## src/rtl/multicycle_alu.sv

```systemverilog
// Multicycle ALU: single-cycle logic/arithmetic ops plus an iterative shift-add
// multiplier and restoring divider, behind valid/ready handshakes on both sides.
module multicycle_alu #(
  parameter int WIDTH = 64,
  parameter int CNT_W = 7
) (
  input  logic             clk,
  input  logic             reset,
  input  logic             in_valid,
  output logic             in_ready,
  input  logic [WIDTH-1:0] data_a,
  input  logic [WIDTH-1:0] data_b,
  input  logic [3:0]       alu_signal,
  output logic             out_valid,
  input  logic             out_ready,
  output logic [WIDTH-1:0] alu_result,
  output logic [3:0]       flags
);

  localparam logic [3:0] OP_AND   = 4'b0000;
  localparam logic [3:0] OP_ORR   = 4'b0001;
  localparam logic [3:0] OP_ADD   = 4'b0010;
  localparam logic [3:0] OP_SUB   = 4'b0110;
  localparam logic [3:0] OP_PASSB = 4'b0111;
  localparam logic [3:0] OP_NOR   = 4'b1100;
  localparam logic [3:0] OP_MUL   = 4'b1000;
  localparam logic [3:0] OP_UDIV  = 4'b1001;

  localparam logic [CNT_W-1:0] CNT_LAST = CNT_W'(WIDTH - 1);
  localparam logic [CNT_W-1:0] CNT_ONE  = {{(CNT_W-1){1'b0}}, 1'b1};
  localparam logic [CNT_W-1:0] CNT_ZERO = {CNT_W{1'b0}};
  localparam logic [WIDTH-1:0] ZERO_W   = {WIDTH{1'b0}};

  typedef enum logic [1:0] {
    S_IDLE = 2'b00,
    S_BUSY = 2'b01,
    S_DONE = 2'b10
  } state_t;

  state_t           r_state;
  state_t           w_state_nxt;
  logic             r_in_ready;
  logic             r_out_valid;
  logic [WIDTH-1:0] r_result;
  logic [3:0]       r_flags;
  logic [CNT_W-1:0] r_cnt;
  logic [3:0]       r_op;
  // MUL: r_x accumulator, r_y shifted multiplicand, r_z shifted multiplier.
  // UDIV: r_x remainder, r_y dividend/quotient shift register, r_z divisor.
  logic [WIDTH-1:0] r_x;
  logic [WIDTH-1:0] r_y;
  logic [WIDTH-1:0] r_z;

  logic             w_accept;
  logic             w_consume;
  logic             w_last;
  logic             w_multi;
  logic [WIDTH:0]   w_sum;
  logic [WIDTH:0]   w_diff;
  logic [WIDTH-1:0] w_sc_result;
  logic             w_sc_c;
  logic             w_sc_v;
  logic [WIDTH:0]   w_shift_rem;
  logic [WIDTH:0]   w_trial;
  logic             w_fits;
  logic [WIDTH-1:0] w_x_nxt;
  logic [WIDTH-1:0] w_y_nxt;
  logic [WIDTH-1:0] w_z_nxt;
  logic [WIDTH-1:0] w_mc_result;

  function automatic logic [1:0] nz_of(input logic [WIDTH-1:0] v);
    return {v[WIDTH-1], (v == ZERO_W)};
  endfunction

  assign in_ready   = r_in_ready;
  assign out_valid  = r_out_valid;
  assign alu_result = r_result;
  assign flags      = r_flags;

  assign w_accept  = in_valid && r_in_ready;
  assign w_consume = r_out_valid && out_ready;
  assign w_last    = (r_cnt == CNT_LAST);
  assign w_multi   = (alu_signal == OP_MUL) || (alu_signal == OP_UDIV);
  assign w_sum     = {1'b0, data_a} + {1'b0, data_b};
  assign w_diff    = {1'b0, data_a} - {1'b0, data_b};

  // Single-cycle operation results and carry/overflow
  always_comb begin
    w_sc_result = ZERO_W;
    w_sc_c      = 1'b0;
    w_sc_v      = 1'b0;
    case (alu_signal)
      OP_AND:   w_sc_result = data_a & data_b;
      OP_ORR:   w_sc_result = data_a | data_b;
      OP_ADD: begin
        w_sc_result = w_sum[WIDTH-1:0];
        w_sc_c      = w_sum[WIDTH];
        w_sc_v      = (data_a[WIDTH-1] == data_b[WIDTH-1]) && (w_sum[WIDTH-1] != data_a[WIDTH-1]);
      end
      OP_SUB: begin
        w_sc_result = w_diff[WIDTH-1:0];
        w_sc_c      = ~w_diff[WIDTH];
        w_sc_v      = (data_a[WIDTH-1] != data_b[WIDTH-1]) && (w_diff[WIDTH-1] != data_a[WIDTH-1]);
      end
      OP_PASSB: w_sc_result = data_b;
      OP_NOR:   w_sc_result = ~(data_a | data_b);
      default:  w_sc_result = ZERO_W;
    endcase
  end

  // One iteration step of the multiplier or restoring divider
  always_comb begin
    w_shift_rem = {r_x, r_y[WIDTH-1]};
    w_trial     = w_shift_rem - {1'b0, r_z};
    w_fits      = ~w_trial[WIDTH];
    if (r_op == OP_MUL) begin
      w_x_nxt = r_z[0] ? (r_x + r_y) : r_x;
      w_y_nxt = {r_y[WIDTH-2:0], 1'b0};
      w_z_nxt = {1'b0, r_z[WIDTH-1:1]};
    end else begin
      w_x_nxt = w_fits ? w_trial[WIDTH-1:0] : w_shift_rem[WIDTH-1:0];
      w_y_nxt = {r_y[WIDTH-2:0], w_fits};
      w_z_nxt = r_z;
    end
    if (r_op == OP_MUL) begin
      w_mc_result = w_x_nxt;
    end else if (r_z == ZERO_W) begin
      w_mc_result = ZERO_W;
    end else begin
      w_mc_result = w_y_nxt;
    end
  end

  // Next-state decode
  always_comb begin
    w_state_nxt = r_state;
    case (r_state)
      S_IDLE: begin
        if (w_accept) begin
          w_state_nxt = w_multi ? S_BUSY : S_DONE;
        end else begin
          w_state_nxt = S_IDLE;
        end
      end
      S_BUSY: begin
        if (w_last) begin
          w_state_nxt = S_DONE;
        end else begin
          w_state_nxt = S_BUSY;
        end
      end
      S_DONE: begin
        if (w_consume) begin
          w_state_nxt = S_IDLE;
        end else begin
          w_state_nxt = S_DONE;
        end
      end
      default: w_state_nxt = S_IDLE;
    endcase
  end

  // State register with registered handshake outputs
  always_ff @(posedge clk) begin
    if (reset) begin
      r_state     <= S_IDLE;
      r_in_ready  <= 1'b1;
      r_out_valid <= 1'b0;
    end else begin
      r_state     <= w_state_nxt;
      r_in_ready  <= (w_state_nxt == S_IDLE);
      r_out_valid <= (w_state_nxt == S_DONE);
    end
  end

  // Operand capture, iteration and result registers
  always_ff @(posedge clk) begin
    if (reset) begin
      r_result <= ZERO_W;
      r_flags  <= 4'b0000;
      r_cnt    <= CNT_ZERO;
      r_op     <= 4'b0000;
      r_x      <= ZERO_W;
      r_y      <= ZERO_W;
      r_z      <= ZERO_W;
    end else begin
      case (r_state)
        S_IDLE: begin
          if (w_accept) begin
            r_op  <= alu_signal;
            r_cnt <= CNT_ZERO;
            if (w_multi) begin
              r_x <= ZERO_W;
              r_y <= data_a;
              r_z <= data_b;
            end else begin
              r_result <= w_sc_result;
              r_flags  <= {nz_of(w_sc_result), w_sc_c, w_sc_v};
            end
          end
        end
        S_BUSY: begin
          r_x   <= w_x_nxt;
          r_y   <= w_y_nxt;
          r_z   <= w_z_nxt;
          r_cnt <= r_cnt + CNT_ONE;
          if (w_last) begin
            r_result <= w_mc_result;
            r_flags  <= {nz_of(w_mc_result), 2'b00};
          end
        end
        default: r_cnt <= r_cnt;
      endcase
    end
  end

endmodule

```

## config.mk

```make
export PLATFORM = sky130hd
export DESIGN_NAME = multicycle_alu
export DESIGN_NICKNAME = d
export VERILOG_FILES = /design/src/rtl/multicycle_alu.sv
export SDC_FILE = /design/constraint.sdc
export NUM_CORES = 2
export LEC_CHECK = 0
export CORE_MARGIN = 2
export CORE_UTILIZATION = 45
export CTS_BUF_LIST = sky130_fd_sc_hd__clkbuf_8
export DETAILED_ROUTE_END_ITERATION = 10
export SLEW_MARGIN = 0
export SYNTH_ARGS = -nofsm -noshare
export SYNTH_HDL_FRONTEND = slang
export SYNTH_SLANG_ARGS = --single-unit
```

## constraint.sdc

```tcl
create_clock -name clk -period 11.8 [get_ports clk]
set_clock_uncertainty 0.1 [all_clocks]
set_input_delay 2.36 -clock clk [delete_from_list [all_inputs] [get_ports clk]]
set_output_delay 2.36 -clock clk [all_outputs]
set_load 0.03 [all_outputs]
```

== Word-level counts from Yosys, hierarchy flattened ==
Cells that the tools add are included.
Word-level totals
  flip-flop bits (word level): 275
  input bits: 136
  output and inout port bits: 70
Cells by class
  $add $sub $neg: 5
  eq/ne operators: 21
  muxes and demuxes: 34
  bitwise gates (word level): 5
  reductions and logical operators: 17
Operators with widths (number)
  two-way mux 64 bit: 15
  one-hot mux 64 bit (2 select lines): 4
  one-hot mux 64 bit (6 select lines): 1
  zero test 64 bit: 3
  adder 64 x 64 -> 65 bit: 1
  subtractor 64 x 64 -> 65 bit: 1
  subtractor 65 x 64 -> 65 bit: 1
  adder 64 bit: 1
  AND 64 bit: 1
  inverter 64 bit: 1
  bitwise OR 64 bit: 1
  equality test 4 bit (second input constant): 4
  one-hot mux 7 bit (2 select lines): 1
  two-way mux 4 bit: 3
  inequality test 2 bit (second input constant): 5
  equality test 4 x 3 -> 1 bit (second input constant): 2
  two-way mux 2 bit: 4
  one-hot mux 4 bit (2 select lines): 1
  AND reduction 4 bit: 2
  adder 7 x 1 -> 7 bit (second input constant): 1
  equality test 7 x 6 -> 1 bit (second input constant): 1
  two-way mux 7 bit: 1
  one-hot mux 2 bit (3 select lines): 1
  equality test 2 bit (second input constant): 2
  other kinds (15): 24

== Longest topological paths before layout ==
  depth in word-level cells: 8
  depth in mapped cells: 20
  mapped depth without buffers: 19

== Least setup slack after synthesis ==
OpenSTA, ideal clock, no wires.
  kind: input port to flip-flop
  start: in data_a[0]
  end: reg r_flags[2], in the netlist flags[2]
  arrival: 6377 ps
  data required time: 11616 ps
  setup slack: 5239 ps
  cell stages on the path: 17
  path buffers: 0
  cells stage by stage: ha_1 > inv_1 > fa_1 > nor2b_1 > o22ai_1 > a221o_1 > a221o_1 > or4b_1 > nor4_1 > nand4_1 > or4_1 > or4_1 > nor4_1 > nand4b_1 > nor4_1 > a31oi_1 > o31ai_2
Between the ends
  word-level cells in the longest chain between the ends: 7
  elaborated cells on any way between the ends: 10
RTL lines
  start: declaration: RTL line 11  | input logic [WIDTH-1:0] data_a,
  parallel branches: the longest is 2 deep, another holds subtractor 64 x 64 -> 65 bit
  one-hot mux 64 bit (6 select lines) *: RTL line 92  | case (alu_signal)
  zero test 64 bit *: RTL line 72  | return {v[WIDTH-1], (v == ZERO_W)};
  two-way mux 4 bit *: RTL line 192  | if (w_multi) begin
  two-way mux 4 bit *: RTL line 189  | if (w_accept) begin
  one-hot mux 4 bit (2 select lines) *: RTL line 187  | case (r_state)
  end signal: assignment: RTL line 198  | r_flags <= {nz_of(w_sc_result), w_sc_c, w_sc_v};
  end signal: assignment: RTL line 209  | r_flags <= {nz_of(w_mc_result), 2'b00};
  end: declaration: RTL line 45  | logic [3:0] r_flags;
Mark *: on every way between the ends. The select of a mux whose other input is x is not followed.
A chain may end at the register's enable or synchronous reset.

== Worst setup path after layout ==
  start: in data_a[2]
  end: reg r_flags[2], in the netlist flags[2]
Same word-level chain as after synthesis.

==> reports/metrics.cfg <==
[status]
status=completed

[drt]
drc=0
wire_per_inst_um=28.5
num_vias=40000
routed_wl_um=168000
dr.pass1.iters=8
first_iter_violations=5530
via_per_inst=6.80
final_antenna_net_count=0

[clocking]
cts.sinks=274
hold_buffers=0
max-clock-path-buffers=3
post_cts_buffers=0
cts_tree=yes
cts_resized=0
clk_latency_ns=0.63
htree_levels=2
cts_buffers=47
cts_root_buf=clkbuf_8
cts.clk_slew.worst_paths_ns=0.07

[power_and_ir_drop]
vdd_drop_max_mv=0.0719
powerDensity_nw_per_um2=94.3
power.leakage_nw=15.0
power_w=0.00348

[logic_synthesis]
yosysWarnings=0
yosysUniqueCellTypes=92
syn-num-nets=5376
synth_edf_count=0
synthesis.area_um2=33500
synthFlopType=dfxtp_1
yosys_register_bits=274
synthArstFlopShare=0
synth_seq_area_share=0.164
avgSynthCellArea_um2=6.83
syn_inst=4901

[place]
io_buffers=205
dp_hpwl_um=131000
pre_cts_slack_ns=3.29
dp_cells=5799
gp_congestion=1.05
place_area_um2=36000

[grt]
grt_overflow=0
grt_usage=0.415
grt_pass1_vias=35900
antenna_found_initial=10
grt_first_pass_wirelength_um=243000
grt_max_degree=94

[critical_path]
cpPeakStageDelay_ns=0.61
cp.required_ns=12.23
worst-path-buf-inv=2
cpMaxStageDelayCell=nor3b_1
setup.worst_path.end_class=flip-flop
startpoint_type=input pin
path_delay_family=simple AND/OR/NAND/NOR gates
path_max_fanout=8
critPathKind=input pin to flip-flop
arrival_ns=8.59
path_cells=clkdlybuf4s50_1, inv_1, ha_1, a21oi_1, a211oi_1, nor3_1, nor3_1, nor3b_1, a21oi_1, a211oi_1, a31oi_1, or4_1, or4_1, nor4_1, nand4b_1, nor4_1, a31oi_1, o31ai_2

[floorplanning]
rows=99
io_pins=206
start_util=0.456
die_area_um2=76500
die_y_um=277
core_area_um2=73300
die_x_um=277

[cells_and_area]
layout-drive-gt1-share=0.0430
area_growth_pct=10.3
instances_no_fill=5877
postLayoutCellArea_um2=36900
final_net_count=5364
mostFrequentLayoutCell=nand2_1
layout_common_cells=652 x nand2_1, 536 x nor2_1, 466 x a21oi_1, 335 x ha_1, 319 x inv_1

[timing]
fmax_mhz=123
hold_viol=0
drv_slew=0
fin_crit_ns=8.16
setup_viol=0
rsz0062_at_grt=no
final.setup.tns_ns=0
layout_setup_ws_ns=3.64
worstMarginPinSlew_ns=1.09
post-route-period-util=0.691
maxSlewHeadroom=0.267

[job]
maxCapViolCount=0

[worst_hold_path]
hold_path_class=flip-flop to flip-flop

## registers in the layout, summed over array words and instances, names as in the netlist
signal / count
alu_result: 64
r_x: 64
r_y: 64
r_z: 64
r_cnt: 7
r_op: 4
flags: 3
r_state: 2
in_ready: 1
out_valid: 1
## cell usage after synthesis (all sizes together), types with 53 or more instances
library cell / instances / area share
a21oi: 466 / 0.070
a22oi: 66 / 0.015
nor2: 540 / 0.061
a221oi: 65 / 0.017
dfxtp: 274 / 0.16
o21ai: 289 / 0.043
ha: 335 / 0.13
nand4: 78 / 0.015
xor2: 53 / 0.014
a31oi: 55 / 0.010
nor3: 88 / 0.013
xnor2: 83 / 0.022
nand2: 652 / 0.073
a211oi: 75 / 0.017
inv: 306 / 0.034
clkbuf: 287 / 0.032
nand3: 80 / 0.012
a21o: 123 / 0.028
nor4: 77 / 0.015
a311oi: 140 / 0.037
## routing by layer
metal  track usage  routed length [µm]  part of all wire
met1         0.615               73300              0.44
met2         0.571               64500              0.39
met3        0.0994               22400              0.13
met4         0.154                7340             0.044
met5             0                  35           0.00021
## power breakdown
part,leakage [nW],internal [W],switching (W)
Clock,0.490,0.000437,0.000424
Combinational,12.2,0.000519,0.00104
Sequential,2.22,0.000979,0.0000828
## metrics by stage
| stage | util | hold WS (ns) |
|---|---|---|
| 6_report | 0.503 | 0.365 |
| 5_1_grt | 0.503 | 0.385 |
| 4_1_cts | 0.503 | 0.364 |
| 3_5_place_dp | 0.491 | 0.355 |
| 3_3_place_gp | 0.491 | 0.348 |
| 2_1_floorplan | - | 0.358 |
## worst register-to-register path, delay by kind of cell, from the launching register on
family,cells,cell delay (ns)
AOI/OAI and AO/OA,3,0.95
buffers and inverters,1,0.30
DFF,1,0.60
and+or+nand+nor,12,4.79
## path summary, 6_finish.rpt
| path | startpoint | to | slack [ns] | cells past startpoint |
|---|---|---|---|---|
| min reg2reg | alu_result[58] | alu_result[58] | 0.37 | 2 |
| min | alu_result[58] | alu_result[58] | 0.37 | 2 |
| max reg2reg | r_state[1] | flags[2] | 4.98 | 16 |
| max | data_a[2] | flags[2] | 3.64 | 18 |
## cell type report
type / count / area, µm²
well taps: 959 / 1200
fillers: 7584 / 36400
multi-input cells: 3997 / 25700
flip-flops and latches: 274 / 5490
clock inverters: 20 / 156
diodes: 7 / 17.5
repair buffers: 262 / 2490
inverters: 307 / 1150
clock buffers: 51 / 702
## kinds of logic (layout without fill, tap and decap cells)
| family | Yosys count | in the layout | share of synthesized area |
|---|---|---|---|
| AND/OR/NAND/NOR | 1740 | 1740 | 0.235 |
| adder cells (fa/ha/maj) | 339 | 339 | 0.128 |
| XOR/XNOR | 136 | 136 | 0.0356 |
| other | 0 | 7 | 0 |
| flip-flops | 274 | 274 | 0.164 |
| multiplexers | 39 | 39 | 0.0118 |
| AO/OA/AOI/OAI | 1743 | 1743 | 0.354 |
| buffers and inverters | 630 | 640 | 0.0716 |
No activity file was read; power rests on OpenSTA's default activity.
